$ cat config.mk
export PLATFORM = sky130hd
export DESIGN_NAME = load_store_unit_flat
export DESIGN_NICKNAME = d
export VERILOG_FILES = /design/src/rtl/load_store_unit_if.sv /design/src/rtl/load_store_unit.sv /design/src/flat_wrapper.sv
export SDC_FILE = /design/constraint.sdc
export NUM_CORES = 1
export LEC_CHECK = 0
export ABC_AREA = 1
export CORE_MARGIN = 1.5
export CORE_UTILIZATION = 47
export CTS_BUF_LIST = sky130_fd_sc_hd__clkbuf_8
export DETAILED_ROUTE_END_ITERATION = 6
export GPL_TIMING_DRIVEN = 0
export PLACE_DENSITY = 0.95
export SYNTH_ARGS = -nofsm -noshare
export SYNTH_HDL_FRONTEND = slang
export SYNTH_SLANG_ARGS = --single-unit
$ cat constraint.sdc
create_clock -name clk -period 4.1 [get_ports clk]
set_clock_uncertainty 0.1 [all_clocks]
set_input_delay 0.82 -clock clk [delete_from_list [all_inputs] [get_ports clk]]
set_output_delay 0.82 -clock clk [all_outputs]
set_load 0.005 [all_outputs]
$ cat src/rtl/load_store_unit_if.sv
// Bus bundle between the execute stage, the load/store unit and data memory.
// slave = the load/store unit's view; master = the surrounding pipeline/memory.
interface load_store_unit_if #(
   parameter int XLEN = 32
);
   logic            req_valid;
   logic            req_ready;
   logic            req_load;
   logic [1:0]      req_size;
   logic            req_unsigned;
   logic [XLEN-1:0] req_addr;
   logic [XLEN-1:0] req_wdata;
   logic [4:0]      req_rd;

   logic            mem_valid;
   logic            mem_ready;
   logic            mem_we;
   logic [XLEN-1:0] mem_addr;
   logic [3:0]      mem_be;
   logic [XLEN-1:0] mem_wdata;
   logic [XLEN-1:0] mem_rdata;

   logic            ld_valid;
   logic [XLEN-1:0] ld_data;
   logic [4:0]      ld_rd;
   logic            stall;
   logic            misalign;

   modport slave (
      input  req_valid, req_load, req_size, req_unsigned, req_addr, req_wdata, req_rd,
      input  mem_ready, mem_rdata,
      output req_ready, mem_valid, mem_we, mem_addr, mem_be, mem_wdata,
      output ld_valid, ld_data, ld_rd, stall, misalign
   );

   modport master (
      output req_valid, req_load, req_size, req_unsigned, req_addr, req_wdata, req_rd,
      output mem_ready, mem_rdata,
      input  req_ready, mem_valid, mem_we, mem_addr, mem_be, mem_wdata,
      input  ld_valid, ld_data, ld_rd, stall, misalign
   );
endinterface

$ cat src/rtl/load_store_unit.sv
// Memory-stage load/store unit: one load/store per transaction on a valid/ready data bus.
// Optional MISALIGN_TRAP_EN: misaligned requests skip the bus and pulse misalign instead.
module load_store_unit #(
   parameter int XLEN = 32
) (
   input logic               clk,
   input logic               rst,
   load_store_unit_if.slave  bus
);

   localparam logic [1:0] S_IDLE = 2'd0;
   localparam logic [1:0] S_BUS  = 2'd1;
   localparam logic [1:0] S_RESP = 2'd2;
`ifdef MISALIGN_TRAP_EN
   localparam logic [1:0] S_ERR  = 2'd3;
`endif

   logic [1:0]      r_state;
   logic [1:0]      r_lane;
   logic [1:0]      r_size;
   logic            r_unsigned;
   logic            r_load;
   logic [4:0]      r_rd;
   logic [XLEN-1:0] r_mem_addr;
   logic [3:0]      r_mem_be;
   logic [XLEN-1:0] r_mem_wdata;
   logic [XLEN-1:0] r_ld_data;
   logic [4:0]      r_ld_rd;

   logic [3:0]      w_be;
   logic [XLEN-1:0] w_wdata;
   logic [7:0]      w_byte;
   logic [15:0]     w_half;
   logic [XLEN-1:0] w_ld_data;
   logic            w_sext;

`ifdef MISALIGN_TRAP_EN
   logic w_misaligned;
   assign w_misaligned = (bus.req_size == 2'b01) ? bus.req_addr[0]
                       : (bus.req_size[1] && (bus.req_addr[1:0] != 2'b00));
`endif

   // Request-side lane steering, computed from the live request and captured on accept.
   always_comb begin
      // NOTE: every always_comb output gets a default first so no path can infer a latch.
      w_be    = 4'b1111;
      w_wdata = bus.req_wdata;
      case (bus.req_size)
         2'b00: begin
            w_be    = 4'b0001 << bus.req_addr[1:0];
            w_wdata = {4{bus.req_wdata[7:0]}};
         end
         2'b01: begin
            w_be    = 4'b0011 << {bus.req_addr[1], 1'b0};
            w_wdata = {2{bus.req_wdata[15:0]}};
         end
         default: ;
      endcase
   end

   // Load-side lane extraction; word (and reserved size 11) passes the read word through.
   always_comb begin
      w_byte    = bus.mem_rdata[{r_lane, 3'b000} +: 8];
      w_half    = r_lane[1] ? bus.mem_rdata[31:16] : bus.mem_rdata[15:0];
      w_sext    = 1'b0;
      w_ld_data = bus.mem_rdata;
      case (r_size)
         2'b00: begin
            w_sext    = ~r_unsigned & w_byte[7];
            w_ld_data = {{24{w_sext}}, w_byte};
         end
         2'b01: begin
            w_sext    = ~r_unsigned & w_half[15];
            w_ld_data = {{16{w_sext}}, w_half};
         end
         default: ;
      endcase
   end

   always_ff @(posedge clk) begin
      // NOTE: sequential state uses non-blocking (<=) so every register samples pre-edge values.
      if (rst) begin
         r_state     <= S_IDLE;
         r_lane      <= '0;
         r_size      <= '0;
         r_unsigned  <= 1'b0;
         r_load      <= 1'b0;
         r_rd        <= '0;
         r_mem_addr  <= '0;
         r_mem_be    <= '0;
         r_mem_wdata <= '0;
         r_ld_data   <= '0;
         r_ld_rd     <= '0;
      end else begin
         case (r_state)
            S_IDLE: begin
               if (bus.req_valid) begin
                  r_lane      <= bus.req_addr[1:0];
                  r_size      <= bus.req_size;
                  r_unsigned  <= bus.req_unsigned;
                  r_load      <= bus.req_load;
                  r_rd        <= bus.req_rd;
                  r_mem_addr  <= {bus.req_addr[XLEN-1:2], 2'b00};
                  r_mem_be    <= w_be;
                  r_mem_wdata <= w_wdata;
`ifdef MISALIGN_TRAP_EN
                  r_state     <= w_misaligned ? S_ERR : S_BUS;
`else
                  r_state     <= S_BUS;
`endif
               end
            end
            S_BUS: begin
               if (bus.mem_ready) begin
                  if (r_load) begin
                     r_ld_data <= w_ld_data;
                     r_ld_rd   <= r_rd;
                     r_state   <= S_RESP;
                  end else begin
                     r_state   <= S_IDLE;
                  end
               end
            end
            default: r_state <= S_IDLE;
         endcase
      end
   end

   assign bus.req_ready = (r_state == S_IDLE);
   assign bus.stall     = (r_state != S_IDLE);
   assign bus.mem_valid = (r_state == S_BUS);
   assign bus.mem_we    = (r_state == S_BUS) & ~r_load;
   assign bus.mem_addr  = r_mem_addr;
   assign bus.mem_be    = r_mem_be;
   assign bus.mem_wdata = r_mem_wdata;
   assign bus.ld_valid  = (r_state == S_RESP);
   assign bus.ld_data   = r_ld_data;
   assign bus.ld_rd     = r_ld_rd;
`ifdef MISALIGN_TRAP_EN
   assign bus.misalign  = (r_state == S_ERR);
`else
   assign bus.misalign  = 1'b0;
`endif

endmodule

$ cat src/flat_wrapper.sv
// flat-port wrapper written by rule: the top's interface ports become plain ports
module load_store_unit_flat 
#(
   parameter int XLEN = 32
)
  (clk, rst, bus_req_valid, bus_req_load, bus_req_size, bus_req_unsigned, bus_req_addr, bus_req_wdata, bus_req_rd, bus_mem_ready, bus_mem_rdata, bus_req_ready, bus_mem_valid, bus_mem_we, bus_mem_addr, bus_mem_be, bus_mem_wdata, bus_ld_valid, bus_ld_data, bus_ld_rd, bus_stall, bus_misalign);
  load_store_unit_if #(.XLEN(XLEN)) bus_i ();
  input logic clk;
  input logic rst;
  input wire logic [$bits(bus_i.req_valid)-1:0] bus_req_valid;
  input wire logic [$bits(bus_i.req_load)-1:0] bus_req_load;
  input wire logic [$bits(bus_i.req_size)-1:0] bus_req_size;
  input wire logic [$bits(bus_i.req_unsigned)-1:0] bus_req_unsigned;
  input wire logic [$bits(bus_i.req_addr)-1:0] bus_req_addr;
  input wire logic [$bits(bus_i.req_wdata)-1:0] bus_req_wdata;
  input wire logic [$bits(bus_i.req_rd)-1:0] bus_req_rd;
  input wire logic [$bits(bus_i.mem_ready)-1:0] bus_mem_ready;
  input wire logic [$bits(bus_i.mem_rdata)-1:0] bus_mem_rdata;
  output wire logic [$bits(bus_i.req_ready)-1:0] bus_req_ready;
  output wire logic [$bits(bus_i.mem_valid)-1:0] bus_mem_valid;
  output wire logic [$bits(bus_i.mem_we)-1:0] bus_mem_we;
  output wire logic [$bits(bus_i.mem_addr)-1:0] bus_mem_addr;
  output wire logic [$bits(bus_i.mem_be)-1:0] bus_mem_be;
  output wire logic [$bits(bus_i.mem_wdata)-1:0] bus_mem_wdata;
  output wire logic [$bits(bus_i.ld_valid)-1:0] bus_ld_valid;
  output wire logic [$bits(bus_i.ld_data)-1:0] bus_ld_data;
  output wire logic [$bits(bus_i.ld_rd)-1:0] bus_ld_rd;
  output wire logic [$bits(bus_i.stall)-1:0] bus_stall;
  output wire logic [$bits(bus_i.misalign)-1:0] bus_misalign;
  assign bus_i.req_valid = bus_req_valid;
  assign bus_i.req_load = bus_req_load;
  assign bus_i.req_size = bus_req_size;
  assign bus_i.req_unsigned = bus_req_unsigned;
  assign bus_i.req_addr = bus_req_addr;
  assign bus_i.req_wdata = bus_req_wdata;
  assign bus_i.req_rd = bus_req_rd;
  assign bus_i.mem_ready = bus_mem_ready;
  assign bus_i.mem_rdata = bus_mem_rdata;
  assign bus_req_ready = bus_i.req_ready;
  assign bus_mem_valid = bus_i.mem_valid;
  assign bus_mem_we = bus_i.mem_we;
  assign bus_mem_addr = bus_i.mem_addr;
  assign bus_mem_be = bus_i.mem_be;
  assign bus_mem_wdata = bus_i.mem_wdata;
  assign bus_ld_valid = bus_i.ld_valid;
  assign bus_ld_data = bus_i.ld_data;
  assign bus_ld_rd = bus_i.ld_rd;
  assign bus_stall = bus_i.stall;
  assign bus_misalign = bus_i.misalign;
  load_store_unit #(.XLEN(XLEN)) u_core (.clk(clk), .rst(rst), .bus(bus_i));
endmodule
==> results of run 1 <==
-- metal layers --
metal / up-vias / global-route usage / wire (um)
met2: 296 / 0.502 / 8130
li1: 2739 / - / -
met5: - / 0 / 0
met1: 2571 / 0.345 / 6410
met3: 39 / 0.0881 / 1640
met4: 0 / 0.129 / 446
-- layout make-up --
| type | instances | area share |
|---|---|---|
| clock inverter | 13 | 0.0144 |
| buffer | 50 | 0.0362 |
| inverter | 46 | 0.0229 |
| multi-input combinational | 490 | 0.293 |
| tap | 136 | 0.0220 |
| sequential | 116 | 0.300 |
| timing repair buffer | 215 | 0.278 |
| clock buffer | 19 | 0.0337 |
-- flip-flops by register name, indices dropped and copies added, names as in the netlist --
| signal | flops |
|---|---|
| u_core.r_lane | 2 |
| u_core.r_load | 1 |
| u_core.r_state | 2 |
| u_core.bus.mem_be | 4 |
| u_core.r_rd | 5 |
| u_core.bus.mem_wdata | 32 |
| u_core.r_size | 2 |
| u_core.bus.ld_rd | 5 |
| u_core.bus.mem_addr | 30 |
| u_core.r_unsigned | 1 |
| u_core.bus.ld_data | 32 |
-- worst min path at each step --
stage          cells past startpoint  slack, ns                                     to
3_3_place_gp                       2       0.35   u_core.bus.mem_wdata[7]$_SDFFE_PP0P_
2_1_floorplan                      2       0.36            u_core.r_rd[3]$_SDFFE_PP0P_
6_report                           2       0.37  u_core.bus.mem_wdata[17]$_SDFFE_PP0P_
3_5_place_dp                       2       0.36  u_core.bus.mem_wdata[17]$_SDFFE_PP0P_
5_1_grt                            2       0.39  u_core.bus.mem_wdata[20]$_SDFFE_PP0P_
4_1_cts                            2       0.37  u_core.bus.mem_wdata[17]$_SDFFE_PP0P_
-- logic make-up after synthesis --
| kind of cell | Yosys count | synth area share |
|---|---|---|
| compound gates | 175 | 0.190 |
| buf+inv | 96 | 0.0908 |
| flops | 116 | 0.460 |
| other cells | 1 | 0.000743 |
| simple gates | 312 | 0.258 |
-- synthesized netlist by cell type (all sizes together) --
| master | count |
|---|---|
| nand2 | 146 |
| nor2 | 133 |
| dfxtp | 116 |
| o21ai | 78 |
| a21oi | 73 |
| inv | 45 |
| buf | 27 |
| nand3 | 25 |
| clkbuf | 23 |
| a31oi | 11 |
| o22ai | 9 |
| nand4 | 8 |
| o211ai | 2 |
| a211oi | 1 |
| clkinv | 1 |
| conb | 1 |
| o21a | 1 |
-- stage by stage --
step                      total power (uW)  cells  area, um2  worst slack, ns
after floorplan                       1510    702       5050             2.35
after global placement                1810   1053       7380             1.71
after detailed placement              1820   1053       7380             1.67
after CTS                             2800   1085       7750             1.57
after global routing                  2920   1085       7750             1.52
final                                 2790   1085       7750             1.59
-- power breakdown --
| part | switching (uW) | total, uW | internal (uW) |
|---|---|---|---|
| sequential | 39.4 | 1240 | 1200 |
| clock | 479 | 984 | 506 |
| combinational | 274 | 569 | 295 |
-- worst register-to-register path, cell delays in order (launching register included) --
cell and delay, ns:
dfxtp_1 0.33, buf_6 0.15, inv_4 0.05, nand2_4 0.09, nor2_8 0.05, nand2_2 0.08
nand2_2 0.09, a21oi_4 0.22, buf_6 0.21, a21oi_2 0.07
==> reports/metrics.cfg, run 1 <==
[status]
status=finished, final reports clean

[finish]
utilization=0.747
regArea_mm2=0.00232
multi_input_area_mm2=0.00227
final_nets=1045
final_common_cell=clkdlybuf4s50_1
n_antenna_cell=0
areaGrowthSynthToFinish_pct=53.6
fillers=779
drive_gt1_frac=0.0938
final_cell_mix=clkdlybuf4s50_1 (215), nand2_1 (139), nor2_1 (127)

[floorplan]
die_w_um=107
die_h_um=107
core.rowCount=37
design.core.area_mm2=0.0104
fp.dieArea_mm2=0.0114
initial_core_util=0.487
num_io_pins=220

[setup_path]
worst_ep_required_time_ns=3.18
reg2reg_depth=9
critPathMaxStageDelay_ns=0.53
path_class=register to primary output
critPathSlowestCell=clkdlybuf4s50_1
cp.depth=3
worstPathCellList=nand2_2 -> nor2_1 -> clkdlybuf4s50_1
path_buf_inv=1
r2r_slack_ns=2.54
critPathLaunch=u_core.r_state[0]$_SDFFE_PP0P_
critPathCapture=bus_mem_we
regToRegStartpoint=u_core.r_size[1]$_SDFFE_PP0P_
rr_endpoint=u_core.bus.ld_data[28]$_SDFFE_PP0P_
arrival_ns=1.59
start_kind=register
crit_fanout=4
endpoint_kind=primary output
path_delay_family=buffers and inverters

[clock_network]
clk_path_buf_depth=2
clk_latency_ns=0.42
ctsHoldBuffers=0
cts.clk_slew.worst_paths_ns=0.07
cts-root-buf=clkbuf_8
numCtsBuffers=17
post_cts_buffers=0
cts_tree=done
cts_resized=0
numClockSinks=116
ctsHtreeMaxLevel=4

[sta]
slew_viol_final=0
rsz0062_at_grt=false
setup_tns_ns=0
fin_hold_ws_ns=0.366
finalCritPeriodShare=0.613
fmax_mhz=398
slew_headroom=0.569
worst_slew_pin_slew_ns=0.647
timing.final.crit_period_ns=2.51
setup_viol=0
hold_viol=0

[grt]
antenna_found_initial=0
grt_max_degree=17
grt_overflow=0
gr-usage-all-layers=0.296
grt_pass1_vias=5421
grt_first_pass_wirelength_um=26400

[drt]
viasPerCell=5.20
drc=0
drt_pre_antenna_iters=7
avgRoutedWirePerCell_um=15.3
wl_um=16600
ant_nets=0
num_vias=5645
drt_iter0_drc=305

[worst_hold_path]
hold_class=register to register
hold_start=u_core.bus.mem_wdata[17]$_SDFFE_PP0P_

[logic_synthesis]
synth_cell_types=28
synth_largest_area_cell=dfxtp_1
netlist_instances=700
ys_ff_latch=116
syn_area_mm2=0.00505
avgSynthCellArea_um2=7.21
yosysSeqAreaShare=0.460
synth_top_area_frac=0.460
yosys-top-cells-area=dfxtp_1 (46%), nand2_1 (10%), nor2_1 (9.4%), o21ai_0 (7.7%), a21oi_1 (6.1%)
synth_warnings=0

[run]
maxCapViolCount=0

[power]
leakage_uw=0.00321
powerDensity_mw_per_mm2=360
vdd_ir_drop_max_mv=0.241

[placed_design]
port_buffers=215
place_hpwl_um=12500
gp_congestion=0.919

Note: power is estimated with default switching activity, not from simulation.
==> run 2: changes to the inputs <==
--- a/config.mk
+++ b/config.mk
@@ -7,11 +7,11 @@
 export LEC_CHECK = 0
 export ABC_AREA = 1
 export CORE_MARGIN = 1.5
-export CORE_UTILIZATION = 47
+export CORE_UTILIZATION = 39
 export CTS_BUF_LIST = sky130_fd_sc_hd__clkbuf_8
 export DETAILED_ROUTE_END_ITERATION = 6
 export GPL_TIMING_DRIVEN = 0
-export PLACE_DENSITY = 0.95
+export PLACE_DENSITY = 0.86
 export SYNTH_ARGS = -nofsm -noshare
 export SYNTH_HDL_FRONTEND = slang
 export SYNTH_SLANG_ARGS = --single-unit
==> constraint.sdc (replaced) <==
create_clock -name clk -period 2.25 [get_ports clk]
set_clock_uncertainty 0.1 [all_clocks]
set_input_delay 0.45 -clock clk [delete_from_list [all_inputs] [get_ports clk]]
set_output_delay 0.45 -clock clk [all_outputs]
set_load 0.005 [all_outputs]
==> run 2 against run 1 <==
Via count shrank 2.7%. Register-to-register slack lost 1.9 ns. Die area grew 20%. Combinational power grew 81%. Core utilization shrank 13 points.
==> reports/metrics.cfg, run 2 (synthesis gave the netlist of run 1 again) <==
[clock_network]
numCtsBuffers=17
cts_tree=done
ctsHtreeMaxLevel=4
cts.clk_slew.worst_paths_ns=0.07
numClockSinks=116
cts-root-buf=clkbuf_8
clk_path_buf_depth=2
post_cts_buffers=0
clk_latency_ns=0.44
ctsHoldBuffers=0
cts_resized=0

[finish]
n_antenna_cell=0
final_cell_mix=clkdlybuf4s50_1 (215), nand2_1 (139), nor2_1 (127)
fin_area_mm2=0.00781
areaGrowthSynthToFinish_pct=54.7
drive_gt1_frac=0.0927
final_common_cell=clkdlybuf4s50_1
final_nets=1045
instances_no_fill=1121

[sta]
worst_slew_pin_slew_ns=0.643
setup_viol=0
setup_tns_ns=0
rsz0062_at_grt=false
hold_viol=0
slew_viol_final=0
slew_headroom=0.571
fmax_mhz=462
timing.final.crit_period_ns=2.17
finalCritPeriodShare=0.963

[setup_path]
r2r_slack_ns=0.69
path_delay_family=buffers and inverters
regToRegStartpoint=u_core.r_state[1]$_SDFFE_PP0P_
endpoint_kind=primary output
start_kind=register
rr_endpoint=u_core.bus.mem_wdata[10]$_SDFFE_PP0P_
path_class=register to primary output
arrival_ns=1.62
critPathMaxStageDelay_ns=0.55
path_buf_inv=1
critPathSlowestCell=clkdlybuf4s50_1
reg2reg_depth=5
worstPathCellList=nand2_2 -> nor2_1 -> clkdlybuf4s50_1
worst_ep_required_time_ns=1.70
crit_fanout=4

[grt]
gr-usage-all-layers=0.251
grt_overflow=0
grt_pass1_vias=5247
antenna_found_initial=0
grt_max_degree=17
grt_first_pass_wirelength_um=26200

[drt]
drc=0
wl_um=16600
viasPerCell=4.90
drt_iter0_drc=345
num_vias=5493
drt_pre_antenna_iters=5
ant_nets=0
avgRoutedWirePerCell_um=14.8

[floorplan]
initial_core_util=0.400
design.core.area_mm2=0.0126
num_io_pins=220
fp.dieArea_mm2=0.0136
die_w_um=117
core.rowCount=41
die_h_um=117

[status]
status=finished, final reports clean

[run]
maxCapViolCount=0

[placed_design]
dpl.cell_count=1089
gp_congestion=0.871
port_buffers=215
place_hpwl_um=12500
place_area_mm2=0.00742

[power]
leakage_uw=0.00324
vdd_ir_drop_max_mv=0.405
powerDensity_mw_per_mm2=663

[worst_hold_path]
hold_class=input pin to register
hold_path_end=u_core.bus.ld_data[12]$_SDFFE_PP0P_
whs_path_depth=4
hold_start=rst

==> run 2: cell count changes in the layout (fill, tap and decap cells not counted) <==
cell,before,now
clkbuf_8,19,20
clkinv_4,2,0
clkinvlp_4,6,2
inv_1,39,40
bufinv_16,1,2
clkinv_2,3,6
==> run 2: metrics by stage <==
step	setup WS (ns)	hold WS (ns)	util	power (uW)
after CTS	0.0598	0.304	0.619	5220
after global routing	0.0123	0.341	0.619	5420
final	0.0832	0.326	0.619	5180
after global placement	0.218	0.352	0.588	3310
after floorplan	0.871	0.356	-	2750
after detailed placement	0.186	0.359	0.588	3330
==> run 2: how the worst max path moves through the flow <==
stage / from / end / slack (ns) / depth (start not counted)
after floorplan: bus_mem_ready / u_core.bus.ld_data[22]$_SDFFE_PP0P_ / 0.87 / 7
after global placement: bus_req_size[1] / u_core.bus.mem_wdata[17]$_SDFFE_PP0P_ / 0.22 / 5
after detailed placement: bus_mem_ready / u_core.bus.ld_data[8]$_SDFFE_PP0P_ / 0.19 / 8
after CTS: u_core.r_state[0]$_SDFFE_PP0P_ / bus_mem_we / 0.06 / 3
after global routing: u_core.r_state[1]$_SDFFE_PP0P_ / bus_mem_we / 0.01 / 4
final: u_core.r_state[0]$_SDFFE_PP0P_ / bus_mem_we / 0.08 / 3
==> run 2: metal layers <==
| layer | global-route usage | share of wire | wire, um | up-vias |
|---|---|---|---|---|
| met5 | 0 | 0 | 0 | - |
| met4 | 0.105 | 0.027 | 452 | 0 |
| met3 | 0.0877 | 0.086 | 1440 | 40 |
| met2 | 0.421 | 0.47 | 7830 | 234 |
| met1 | 0.292 | 0.42 | 6910 | 2468 |
| li1 | - | - | - | 2751 |
==> run 2: final cells by class <==
| cell class | count | area [um2] |
|---|---|---|
| buffer | 50 | 280 |
| clock buffer | 20 | 275 |
| clock inverter | 12 | 113 |
| fill | 1180 | 4810 |
| inverter | 46 | 178 |
| multi-input combinational | 490 | 2270 |
| sequential | 116 | 2320 |
| tap | 172 | 215 |
| timing repair buffer | 215 | 2150 |
==> run 2: tightest hold or removal path, stage by stage <==
cell and delay, ns:
buf_2 0.21, nor2_1 0.08, nand2_1 0.06, inv_1 0.03
==> run 2: where the power goes <==
part	internal, uW	switching (uW)
Sequential	2190	70.3
Clock	1050	838
Combinational	538	494
==> run 3: changes to the inputs <==
--- a/config.mk
+++ b/config.mk
@@ -6,6 +6,7 @@
 export NUM_CORES = 1
 export LEC_CHECK = 0
 export ABC_AREA = 1
+export CAP_MARGIN = 40
 export CORE_MARGIN = 1.5
 export CORE_UTILIZATION = 39
 export CTS_BUF_LIST = sky130_fd_sc_hd__clkbuf_8
==> constraint.sdc (replaced) <==
create_clock -name clk -period 1.77 [get_ports clk]
set_clock_uncertainty 0.1 [all_clocks]
set_input_delay 0.354 -clock clk [delete_from_list [all_inputs] [get_ports clk]]
set_output_delay 0.354 -clock clk [all_outputs]
set_load 0.005 [all_outputs]
==> run 3 against run 2 <==
Combinational power rose by 21%. Routed wire length is 0.89% higher. Worst hold slack worse by 0.097 ns. Clock power increased by 28%. Die area did not move. Register-to-register slack worse by 0.45 ns. Core utilization grew 0.63 points. Non-clock buffer count is 1 higher. Global-route usage grew 0.077 points. Via count is 0.78% higher. Power up 26%. Cell count barely moved. Critical path type unchanged. Critical endpoint is now bus_mem_addr[22]. Largest cell class unchanged.
==> reports/metrics.cfg, run 3 (synthesis gave the netlist of run 1 again) <==
[setup_path]
crit_fanout=2
worst_ep_required_time_ns=1.32
endpoint_kind=primary output
path_class=register to primary output
path_buf_inv=1
arrival_ns=1.29
start_kind=register
critPathSlowestCell=clkdlybuf4s50_1
path_delay_family=buffers and inverters
critPathMaxStageDelay_ns=0.51
worstPathCellList=clkdlybuf4s50_1

[power]
clock_power_share=0.370
p_comb_frac=0.192
power.switching_uw=1790
vdd_ir_drop_max_mv=0.522
powerDensity_mw_per_mm2=828
swShare=0.275
p_int_uw=4740
seqPwrFrac=0.439
leakage_uw=0.00413

[floorplan]
fp.dieArea_mm2=0.0136
die_h_um=117
num_io_pins=220
core.rowCount=41
die_w_um=117
design.core.area_mm2=0.0126
initial_core_util=0.400

[sta]
worst_slack_ns=0.0261
finalCritPeriodShare=0.985
slew_viol_final=0
fmax_mhz=573
slew_headroom=0.578
setup_tns_ns=0
worst_slew_pin_slew_ns=0.633
hold_viol=0
rsz0062_at_grt=false
setup_viol=0
timing.final.crit_period_ns=1.74

[clock_network]
cts-root-buf=clkbuf_8
cts.clk_slew.worst_paths_ns=0.07
clk_path_buf_depth=2
clk_latency_ns=0.44
numCtsBuffers=17
cts_tree=done
numClockSinks=116
ctsHtreeMaxLevel=4

[drt]
drt_pre_antenna_iters=5
drt_iter0_drc=358
avgRoutedWirePerCell_um=14.9
drc=0
ant_nets=0
viasPerCell=4.93
wl_um=16800
num_vias=5536

[placed_design]
gp_congestion=0.871
port_buffers=215
post-place-ws_ns=-0.198
place_hpwl_um=12500

[grt]
antenna_found_initial=0
grt_first_pass_wirelength_um=26300
grt_overflow=0
grt_pass1_vias=5253
gr-usage-all-layers=0.252
grt_max_degree=17

[finish]
areaGrowthSynthToFinish_pct=56.3
final_nets=1046
final_common_cell=nand2_1
n_antenna_cell=0
utilization=0.625
final_cell_mix=nand2_1 (139), clkdlybuf4s50_1 (128), nor2_1 (127)
drive_gt1_frac=0.113

[status]
status=finished, final reports clean

[run]
maxCapViolCount=0

[worst_hold_path]
hold_class=input pin to register

## run 3: changes by cell type in the layout (fill, tap and decap cells not counted)
cell | before | now
buf_4 | 6 | 7
clkbuf_2 | 0 | 1
clkdlybuf4s50_1 | 215 | 128
dfxtp_1 | 116 | 100
dfxtp_2 | 0 | 15
dfxtp_4 | 0 | 1
dlygate4sd2_1 | 0 | 44
dlymetal6s2s_1 | 0 | 42
inv_1 | 40 | 39
inv_2 | 5 | 6
nand2_2 | 6 | 5
nand2_4 | 1 | 2
## run 3: routing by layer
metal | up-vias | wire [um] | global-route usage
met2 | 249 | 7890 | 0.422
li1 | 2754 | - | -
met5 | - | 0 | 0
met1 | 2491 | 6910 | 0.293
met3 | 42 | 1510 | 0.0872
met4 | 0 | 465 | 0.106
## run 3: path summary, 6_finish.rpt
kind,start,to,slack (ns),cells after the start
hold reg to reg,u_core.bus.mem_wdata[18]$_SDFFE_PP0P_,u_core.bus.mem_wdata[18]$_SDFFE_PP0P_,0.36,2
hold / removal,rst,u_core.bus.ld_data[12]$_SDFFE_PP0P_,0.23,4
setup reg to reg,u_core.r_state[1]$_SDFFE_PP0P_,u_core.bus.mem_wdata[10]$_SDFFE_PP0P_,0.24,5
setup / recovery,u_core.bus.mem_addr[22]$_SDFFE_PP0P_,bus_mem_addr[22],0.03,1
## run 3: cell type report
class                           instances  area [um2]
Multi-Input combinational cell        490        2280
Clock inverter                         12         113
Tap cell                              172         215
Timing Repair Buffer                  216        2200
Buffer                                 50         280
Clock buffer                           20         275
Fill cell                            1176        4730
Sequential cell                       116        2340
Inverter                               46         178
## run 3: power by group through the flow
stage	Sequential [uW]	Clock [uW]	Combinational, uW
2_1_floorplan	2930	0	563
3_3_place_gp	2920	0	1290
3_5_place_dp	2930	0	1300
4_1_cts	2870	2450	1260
5_1_grt	2890	2570	1390
6_report	2870	2420	1250
## run 3: what timing repair did
action | CTS | global route
pin swaps | 0 | 1
gates resized for setup | 55 | 53
endpoints found under the setup margin | 52 | 51
hold buffers | 0 | 0
setup buffers | 1 | 0
## run 3: metrics by stage
stage               hold WS [ns]  total power (uW)  cells  cell area [um2]
floorplan                  0.356              3490    702             5050
global placement           0.352              4210   1089             7420
detailed placement         0.359              4230   1089             7420
CTS                        0.208              6580   1122             7770
global route               0.245              6840   1122             7890
finish                     0.229              6540   1122             7890
